--- config.mk ---
export PLATFORM = sky130hd
export DESIGN_NAME = axis_sa_sched
export DESIGN_NICKNAME = d
export VERILOG_FILES = /design/src/rtl/axis_sa_sched.sv
export SDC_FILE = /design/constraint.sdc
export NUM_CORES = 1
export LEC_CHECK = 0
export ABC_AREA = 1
export CORE_ASPECT_RATIO = 0.8
export CORE_MARGIN = 5
export CORE_UTILIZATION = 60
export DETAILED_ROUTE_END_ITERATION = 10
export DONT_BUFFER_PORTS = 1
export HOLD_SLACK_MARGIN = 0.08
export PLACE_DENSITY = 0.83
export SLEW_MARGIN = 20
export SYNTH_ARGS = -nofsm -noshare
export SYNTH_HDL_FRONTEND = slang
export SYNTH_SLANG_ARGS = --single-unit
--- constraint.sdc ---
create_clock -name clk -period 2.05 [get_ports clk]
set_input_delay 0.41 -clock clk [delete_from_list [all_inputs] [get_ports clk]]
set_output_delay 0.41 -clock clk [all_outputs]
set_load 0.005 [all_outputs]
--- src/rtl/axis_sa_sched.sv ---
// Per-command sequencer for the systolic array: joins the X/K streams into the
// array's s_valid/s_last handshake, frames tiles, bounds tiles in flight and detects job completion.
module axis_sa_sched #(
    parameter int WKD          = 16,
    parameter int WT           = 16,
    parameter int MAX_INFLIGHT = 2
) (
    input  logic           clk,
    input  logic           rstn,
    input  logic           cmd_valid,
    output logic           cmd_ready,
    input  logic [WKD-1:0] cmd_k,
    input  logic [WT-1:0]  cmd_t,
    input  logic           sx_valid,
    output logic           sx_ready,
    input  logic           sk_valid,
    output logic           sk_ready,
    output logic           sa_s_valid,
    output logic           sa_s_last,
    input  logic           sa_s_ready,
    input  logic           sa_m_valid,
    input  logic           sa_m_last,
    input  logic           sa_m_ready,
    output logic           busy,
    output logic           done,
    output logic           err
);

    localparam int WI = $clog2(MAX_INFLIGHT + 1);
    localparam logic [WI-1:0] CAP = WI'(MAX_INFLIGHT);

    typedef enum logic [1:0] {IDLE, RUN, DRAIN} state_t;

    state_t         state, state_nxt;
    logic [WKD-1:0] k_len, beat_cnt;
    logic [WT-1:0]  t_len, tile_cnt;
    logic [WT:0]    out_cnt;
    logic [WI-1:0]  inflight;
    logic           go, acc, issue_last, tile_out, tile_ok, cmd_acc, job_end;

    // Valid never looks at sa_s_ready; each ready looks only at the other stream's valid.
    always_comb begin
        go         = (state == RUN) && (inflight < CAP);
        sa_s_valid = go && sx_valid && sk_valid;
        sa_s_last  = sa_s_valid && (beat_cnt == k_len);
        sx_ready   = go && sk_valid && sa_s_ready;
        sk_ready   = go && sx_valid && sa_s_ready;
        acc        = sa_s_valid && sa_s_ready;
        issue_last = acc && sa_s_last;
        tile_out   = sa_m_valid && sa_m_ready && sa_m_last;
        tile_ok    = tile_out && (inflight != '0);
        cmd_ready  = (state == IDLE);
        busy       = (state != IDLE);
        cmd_acc    = cmd_valid && cmd_ready;
        job_end    = (state == DRAIN) && (out_cnt == ({1'b0, t_len} + (WT+1)'(1)));
    end

    // NOTE: every output of this block gets a default first, so no path leaves a latch.
    always_comb begin
        state_nxt = state;
        case (state)
            IDLE:    if (cmd_acc) state_nxt = RUN;
            RUN:     if (issue_last && (tile_cnt == t_len)) state_nxt = DRAIN;
            DRAIN:   if (job_end) state_nxt = IDLE;
            default: state_nxt = IDLE;
        endcase
    end

    // NOTE: sequential state uses non-blocking assignments so all registers see pre-edge values.
    always_ff @(posedge clk or negedge rstn) begin
        if (!rstn) begin
            state    <= IDLE;
            k_len    <= '0;
            t_len    <= '0;
            beat_cnt <= '0;
            tile_cnt <= '0;
            out_cnt  <= '0;
            inflight <= '0;
            done     <= 1'b0;
            err      <= 1'b0;
        end else begin
            state <= state_nxt;
            done  <= job_end;

            if (cmd_acc) begin
                k_len    <= cmd_k;
                t_len    <= cmd_t;
                beat_cnt <= '0;
                tile_cnt <= '0;
            end else if (acc) begin
                if (sa_s_last) begin
                    beat_cnt <= '0;
                    tile_cnt <= tile_cnt + WT'(1);
                end else begin
                    beat_cnt <= beat_cnt + WKD'(1);
                end
            end

            if (cmd_acc)      out_cnt <= '0;
            else if (tile_ok) out_cnt <= out_cnt + (WT+1)'(1);

            // A result tile with nothing outstanding is flagged, not counted.
            if (issue_last && !tile_ok)      inflight <= inflight + WI'(1);
            else if (!issue_last && tile_ok) inflight <= inflight - WI'(1);

            if (tile_out && (inflight == '0)) err <= 1'b1;
        end
    end

endmodule
==> results of run 1 <==
## power breakdown
part | switching [uW] | total, uW | internal (uW)
Combinational | 729 | 1150 | 423
Clock | 714 | 1700 | 982
Sequential | 306 | 2230 | 1930
## layer usage
layer  track usage (%)  vias to the layer above
met5                 0                        -
met4              6.49                        0
met3              7.64                       30
met2              40.3                      265
met1              38.8                     2520
li1                  -                     2565
## through the flow
| step | TNS, ps | hold WS [ps] |
|---|---|---|
| after detailed placement | -72.3 | 117 |
| after floorplan | 0 | 114 |
| final | -29.7 | -244 |
| after CTS | 0 | -251 |
| after global routing | -279 | -261 |
| after global placement | -26.9 | 117 |
## state kept, by name, summed over array words and instances, names as in the netlist
| register | count |
|---|---|
| beat_cnt | 16 |
| done | 1 |
| t_len | 16 |
| inflight | 2 |
| state | 2 |
| tile_cnt | 16 |
| out_cnt | 17 |
| err | 1 |
| k_len | 16 |
## worst paths after layout
path / slack, ps / cells past startpoint / to / startpoint
max reg2reg: -20 / 8 / inflight[1]$_DFFE_PN0P_ / k_len[3]$_DFFE_PN0P_
max in group asynchronous: 2140 / 0 / beat_cnt[6]$_DFFE_PN0P_ / rstn
min: -240 / 0 / out_cnt[9]$_DFFE_PN0P_ / rstn
min in group clk: 180 / 2 / k_len[2]$_DFFE_PN0P_ / cmd_k[2]
max: -20 / 8 / inflight[1]$_DFFE_PN0P_ / k_len[3]$_DFFE_PN0P_
min reg2reg: 500 / 2 / k_len[13]$_DFFE_PN0P_ / k_len[13]$_DFFE_PN0P_
## synthesized netlist by cell type, types with 2 or more instances
cell	count	share of area (%)
nand2_1	249	17
dfrtp_1	87	39
inv_1	74	5.0
nor2_1	71	4.8
nand3_1	70	6.3
o21ai_0	44	4.0
nor3_1	33	3.0
xor2_1	33	5.2
nand4_1	29	3.3
xnor2_1	18	2.8
clkbuf_1	12	0.81
a21oi_1	9	0.81
buf_2	6	0.54
ha_1	5	1.1
nand3b_1	5	0.67
buf_6	4	0.81
buf_1	3	0.20
inv_2	3	0.20
nor4_1	3	0.34
nor4_2	3	0.67
nand2_2	2	0.22
or2_2	2	0.22
## worst max-delay path, stage by stage, from the launching register on
cell	delay (ps)
dfrtp_1	410
xnor2_2	230
nand4_1	130
nand3b_1	210
nor4_2	340
ha_1	320
a21oi_2	100
o21ai_1	80
xor2_1	140
## logic make-up after synthesis
| kind of cell | Yosys count | synth area share (%) |
|---|---|---|
| xor+xnor | 53 | 8.71 |
| flops | 87 | 39.1 |
| compound gates | 60 | 5.84 |
| simple gates | 473 | 37.4 |
| fa+ha+maj | 5 | 1.12 |
| buf+inv | 105 | 7.84 |
## repair_timing
action | CTS | global route
resized for setup | 2 | 13
endpoints found under the hold margin | 87 | 87
setup endpoints to repair | 1 | 8
pin swaps | 0 | 3
setup buffers | 0 | 3
## layout make-up
| class | count | area (um2) |
|---|---|---|
| clock buffers | 10 | 239 |
| multi-input cells | 591 | 3040 |
| clock inverters | 6 | 67.6 |
| inverters | 78 | 297 |
| fillers | 753 | 2840 |
| flip-flops and latches | 87 | 2180 |
| well taps | 115 | 144 |
| repair buffers | 35 | 273 |
==> results.json, run 1 <==
{
  "synth.avg_cell_area_um2": 7.12,
  "crit_required_ps": 2280,
  "seq_area_frac_synth_pct": 39.1,
  "drt_first_iter_violations": 623,
  "fin_crit_sh_pct": 101,
  "worst_slew_margin_rel_pct": 70.1,
  "grt_usage_pct": 26.9,
  "io_buffers": 0,
  "fmax_mhz": 484,
  "cts_sinks": 87,
  "viasPerCell": 5.84,
  "gr-total-overflow": 0,
  "synthToLayoutAreaGrowth_pct": 11.9,
  "peakVddDrop_mv": 0.677,
  "postSynth.asyncResetShare_pct": 100,
  "n_antenna_cell": 0,
  "wl_met2_um": 6780,
  "drt_wl_total_um": 15300,
  "top_layer_used": "met4",
  "finalSetupViolCount": 2,
  "clock_skew_ps": 8.28,
  "post-place-cells": 903,
  "power.density_mw_per_mm2": 815,
  "most-common-layout-cells": "248 x nand2_1, 87 x dfrtp_1, 73 x inv_1, 71 x nor2_1, 69 x nand3_1",
  "min_path_type": "in -> async",
  "path_clk_slew_ps": 60,
  "start_util_pct": 61.4,
  "syn-num-nets": 829,
  "grt_setup_unrepaired": "yes",
  "dieArea_mm2": 0.0113,
  "end_kind": "flop",
  "stdcell_count": 922,
  "ioPinCount": 49,
  "violations": "hold timing, setup timing",
  "h-tree-depth": 3,
  "ant_nets": 0,
  "layout.nets": 848,
  "final_common_cell": "nand2_1",
  "crit_type": "reg -> reg",
  "pre_cts_slack_ps": -72.3,
  "p_leak_uw": 0.00317,
  "drive_gt1_share_pct": 9.91,
  "worst-slew-pin-transition_ps": 448,
  "drv_cap": 0,
  "cp.arrival_ps": 2290,
  "netlist-cell-type-count": 40,
  "die_w_um": 118,
  "num_vias": 5380,
  "finalInstanceArea_mm2": 0.00623,
  "hold_viol_final": 87,
  "wl_met3_um": 1570,
  "grt_pass1_wl_um": 24300,
  "tritoncts": "built",
  "gp_congestion": 1.00,
  "cts_buffer_depth": 2,
  "ctsRootBufferMaster": "clkbuf_16",
  "syn_inst": 783,
  "place_area_mm2": 0.00583,
  "status": "complete, but fails checks",
  "cts_inserted_buffers": 9,
  "mappedNetlistArea_mm2": 0.00557,
  "synthFlopType": "dfrtp_1",
  "routedWlPerCell_um": 16.6,
  "maxSlewViolCount": 0,
  "wl_met1_um": 6690,
  "synth.ff_latch_count": 87,
  "grt_start_max_net_pins": 88,
  "final_util_pct": 68.7,
  "fin_ws_ps": -16.9,
  "coreArea_mm2": 0.00908,
  "drt_pass1_iterations": 7,
  "critPathLaunchType": "flop",
  "cp_max_fo": 2,
  "period_minus_slack_ps": 2070,
  "antenna_found_initial": 0,
  "rows": 31,
  "insertion_delay_ps": 350,
  "whs_ps": -244,
  "dpl.hpwl_um": 11300,
  "die-height_um": 96.2,
  "synth-edff-count": 0,
  "ys.warnings.count": 0,
  "grt_pass1_vias": 4875,
  "drcViolationCount": 0,
  "total_power_uw": 5080
}
No activity file was read; power rests on OpenSTA's default activity.
==> run 2, diff against run 1 <==
--- a/config.mk
+++ b/config.mk
@@ -5,7 +5,6 @@
 export SDC_FILE = /design/constraint.sdc
 export NUM_CORES = 1
 export LEC_CHECK = 0
-export ABC_AREA = 1
 export CORE_ASPECT_RATIO = 0.8
 export CORE_MARGIN = 5
 export CORE_UTILIZATION = 60
==> run 2 against run 1 <==
Utilization rose by 3.4 points; largest power group unchanged; hold slack lost 33 ps; first-iteration DRC count is 39% lower; fmax decreased by 7.2%; the run still ends with hold timing, setup timing left; synthesized area decreased by 10%; count of clock-buffer cells in the layout rose by 2; clock power is 39% lower; die area is 9.2% lower.
==> results.json, run 2 <==
{
  "synth.area.mux_share_pct": 0.824,
  "yosysMostFrequentCell": "nand2_1",
  "most-common-layout-cells": "116 x nand2_1, 87 x dfrtp_1, 57 x buf_4, 49 x xor2_1, 41 x nor2_1",
  "reg2reg_to": "tile_cnt[11]$_DFFE_PN0P_",
  "worstRegToRegCells": 7,
  "synth-edff-count": 0,
  "synth_top_cell_area_share_pct": 43.5,
  "crit_family": "simple AND/OR/NAND/NOR gates",
  "synth_top_family_by_area": "simple AND/OR/NAND/NOR gates",
  "cts_buffer_depth": 2,
  "syn_inst": 554,
  "routedWlPerCell_um": 18.0,
  "layout.nets": 643,
  "seq_area_frac_synth_pct": 43.5,
  "ys.warnings.count": 0,
  "seq_power_share_pct": 47.0,
  "p_switching_uw": 1580,
  "violations": "hold timing, setup timing",
  "crit_required_ps": 1640,
  "synth-simple-area-share_pct": 26.9,
  "h-tree-depth": 3,
  "gp_congestion": 0.908,
  "worst-slew-pin-transition_ps": 481,
  "coreArea_mm2": 0.00802,
  "drt_wl_total_um": 12800,
  "fmax_mhz": 449,
  "viasPerCell": 6.07,
  "yosys-top-cells-count": "117 x nand2_1, 87 x dfrtp_1, 49 x xor2_1",
  "num_vias": 4310,
  "synth-compound-area-share_pct": 9.02,
  "synth_xor_area_share_pct": 14.5,
  "drv_cap": 0,
  "ctsRootBufferMaster": "clkbuf_8",
  "crit_buf_inv": 2,
  "final_common_cell": "nand2_1",
  "drive_gt1_share_pct": 19.3,
  "largest_reg_flops": 17,
  "p_sw_share_pct": 34.0,
  "total_power_uw": 4660,
  "maxSlewViolCount": 0,
  "crit_start": "k_len[5]$_DFFE_PN0P_",
  "status": "complete, but fails checks",
  "fin_crit_sh_pct": 109,
  "critPathLaunchType": "flop",
  "min_path_type": "in -> async",
  "postSynth.asyncResetShare_pct": 100,
  "antenna_found_initial": 0,
  "p_leak_uw": 0.00267,
  "synth.ff_latch_count": 87,
  "max_flop_register": "out_cnt",
  "r2r_setup_slack_ps": -160,
  "finalSetupViolCount": 15,
  "r2r-start": "k_len[5]$_DFFE_PN0P_",
  "synthToLayoutAreaGrowth_pct": 15.4,
  "ioPinCount": 49,
  "insertion_delay_ps": 370,
  "end_kind": "output pin",
  "path_clk_slew_ps": 90,
  "crit_type": "reg -> out",
  "io_buffers": 0,
  "max_stage_delay_ps": 400,
  "netlist-cell-type-count": 55,
  "pwr-share-clk_pct": 22.3,
  "tritoncts": "built",
  "grt_usage_pct": 24.8,
  "cp_num_cells": 6,
  "crit_path_top_delay_cell": "dfrtp_1",
  "start_util_pct": 62.5,
  "pre_cts_slack_ps": -237,
  "cp_max_fo": 2,
  "dieArea_mm2": 0.0103,
  "cts_inserted_buffers": 9,
  "grt_start_max_net_pins": 88,
  "grt_setup_unrepaired": "yes",
  "grt_pass1_wl_um": 20600,
  "dpl.hpwl_um": 9010,
  "p_int_uw": 3080,
  "clock_skew_ps": 13.8,
  "syn-num-nets": 600,
  "cts_sinks": 87,
  "crit_chain": "xor2_1 > nor4_2 > and4_1 > buf_4 > nand2_1 > inv_2",
  "synth_area_leaders": "dfrtp_1 43%, nand2_1 8.8%, xor2_1 8.6%",
  "drt_first_iter_violations": 380,
  "grt_pass1_vias": 4159,
  "drcViolationCount": 0,
  "synth_top_cell_by_area": "dfrtp_1",
  "gr-total-overflow": 0,
  "final_util_pct": 72.1,
  "n_antenna_cell": 0,
  "synthAdderAreaFrac_pct": 1.25,
  "synth.avg_cell_area_um2": 9.04,
  "n_fill_cell": 585,
  "power.density_mw_per_mm2": 807,
  "synthFlopType": "dfrtp_1",
  "period_minus_slack_ps": 2230,
  "rows": 29,
  "whs_ps": -276,
  "die-height_um": 91.7,
  "worst_slew_margin_rel_pct": 67.7,
  "power_frac_comb_pct": 30.7,
  "peakVddDrop_mv": 0.615,
  "ant_nets": 0,
  "fin_tns_setup_ps": -2010,
  "fin_ws_ps": -177,
  "die_w_um": 112,
  "mappedNetlistArea_mm2": 0.00501,
  "drt_pass1_iterations": 5,
  "hold_viol_final": 87,
  "cp.arrival_ps": 1820
}
==> run 2: power groups by stage <==
stage          Combinational (uW)  Sequential, uW  Clock, uW
2_1_floorplan                 889            2190          0
3_3_place_gp                 1290            2200          0
3_5_place_dp                 1330            2210          0
4_1_cts                      1360            2180       1060
5_1_grt                      1570            2220       1140
6_report                     1430            2190       1040
==> run 2: kinds of logic after synthesis <==
group | after synthesis
muxes | 4
DFF | 87
xor gates and xnor gates | 81
and+or+nand+nor | 272
adders and majority gates | 5
AOI/OAI and AO/OA | 65
buffers and inverters | 40
==> run 2: area by class of cell <==
| type | count | area [um2] | share of cell area [%] |
|---|---|---|---|
| Clock buffer | 12 | 135 | 2.34 |
| Clock inverter | 4 | 22.5 | 0.390 |
| Inverter | 11 | 41.3 | 0.714 |
| Multi-Input combinational cell | 427 | 2770 | 47.9 |
| Sequential cell | 87 | 2180 | 37.7 |
| Tap cell | 108 | 135 | 2.34 |
| Timing Repair Buffer | 61 | 503 | 8.70 |
==> run 2: metrics by stage <==
stage	cells	instance area, um2
floorplan	554	5030
CTS	707	5650
global route	710	5780
finish	710	5780
global placement	691	5460
detailed placement	691	5460
==> run 2: layer usage <==
| layer | part of all wire [%] | GRT usage [%] |
|---|---|---|
| met5 | 0 | 0 |
| met4 | 1.4 | 8.61 |
| met3 | 8.3 | 6.05 |
| met2 | 46 | 38.0 |
| met1 | 44 | 34.7 |
==> run 2: worst max-delay path by stage <==
stage / to / slack [ps]
floorplan: inflight[1]$_DFFE_PN0P_ / -10
global placement: tile_cnt[14]$_DFFE_PN0P_ / -110
detailed placement: tile_cnt[11]$_DFFE_PN0P_ / -240
CTS: sa_s_last / -160
global route: state[1]$_DFFE_PN0P_ / -310
finish: sa_s_last / -180
==> run 2: timing repair <==
item,in CTS,in global routing
setup endpoints to repair,29,35
pin swaps,6,5
gates resized for setup,8,27
buffers inserted,0,3
endpoints found under the hold margin,87,87
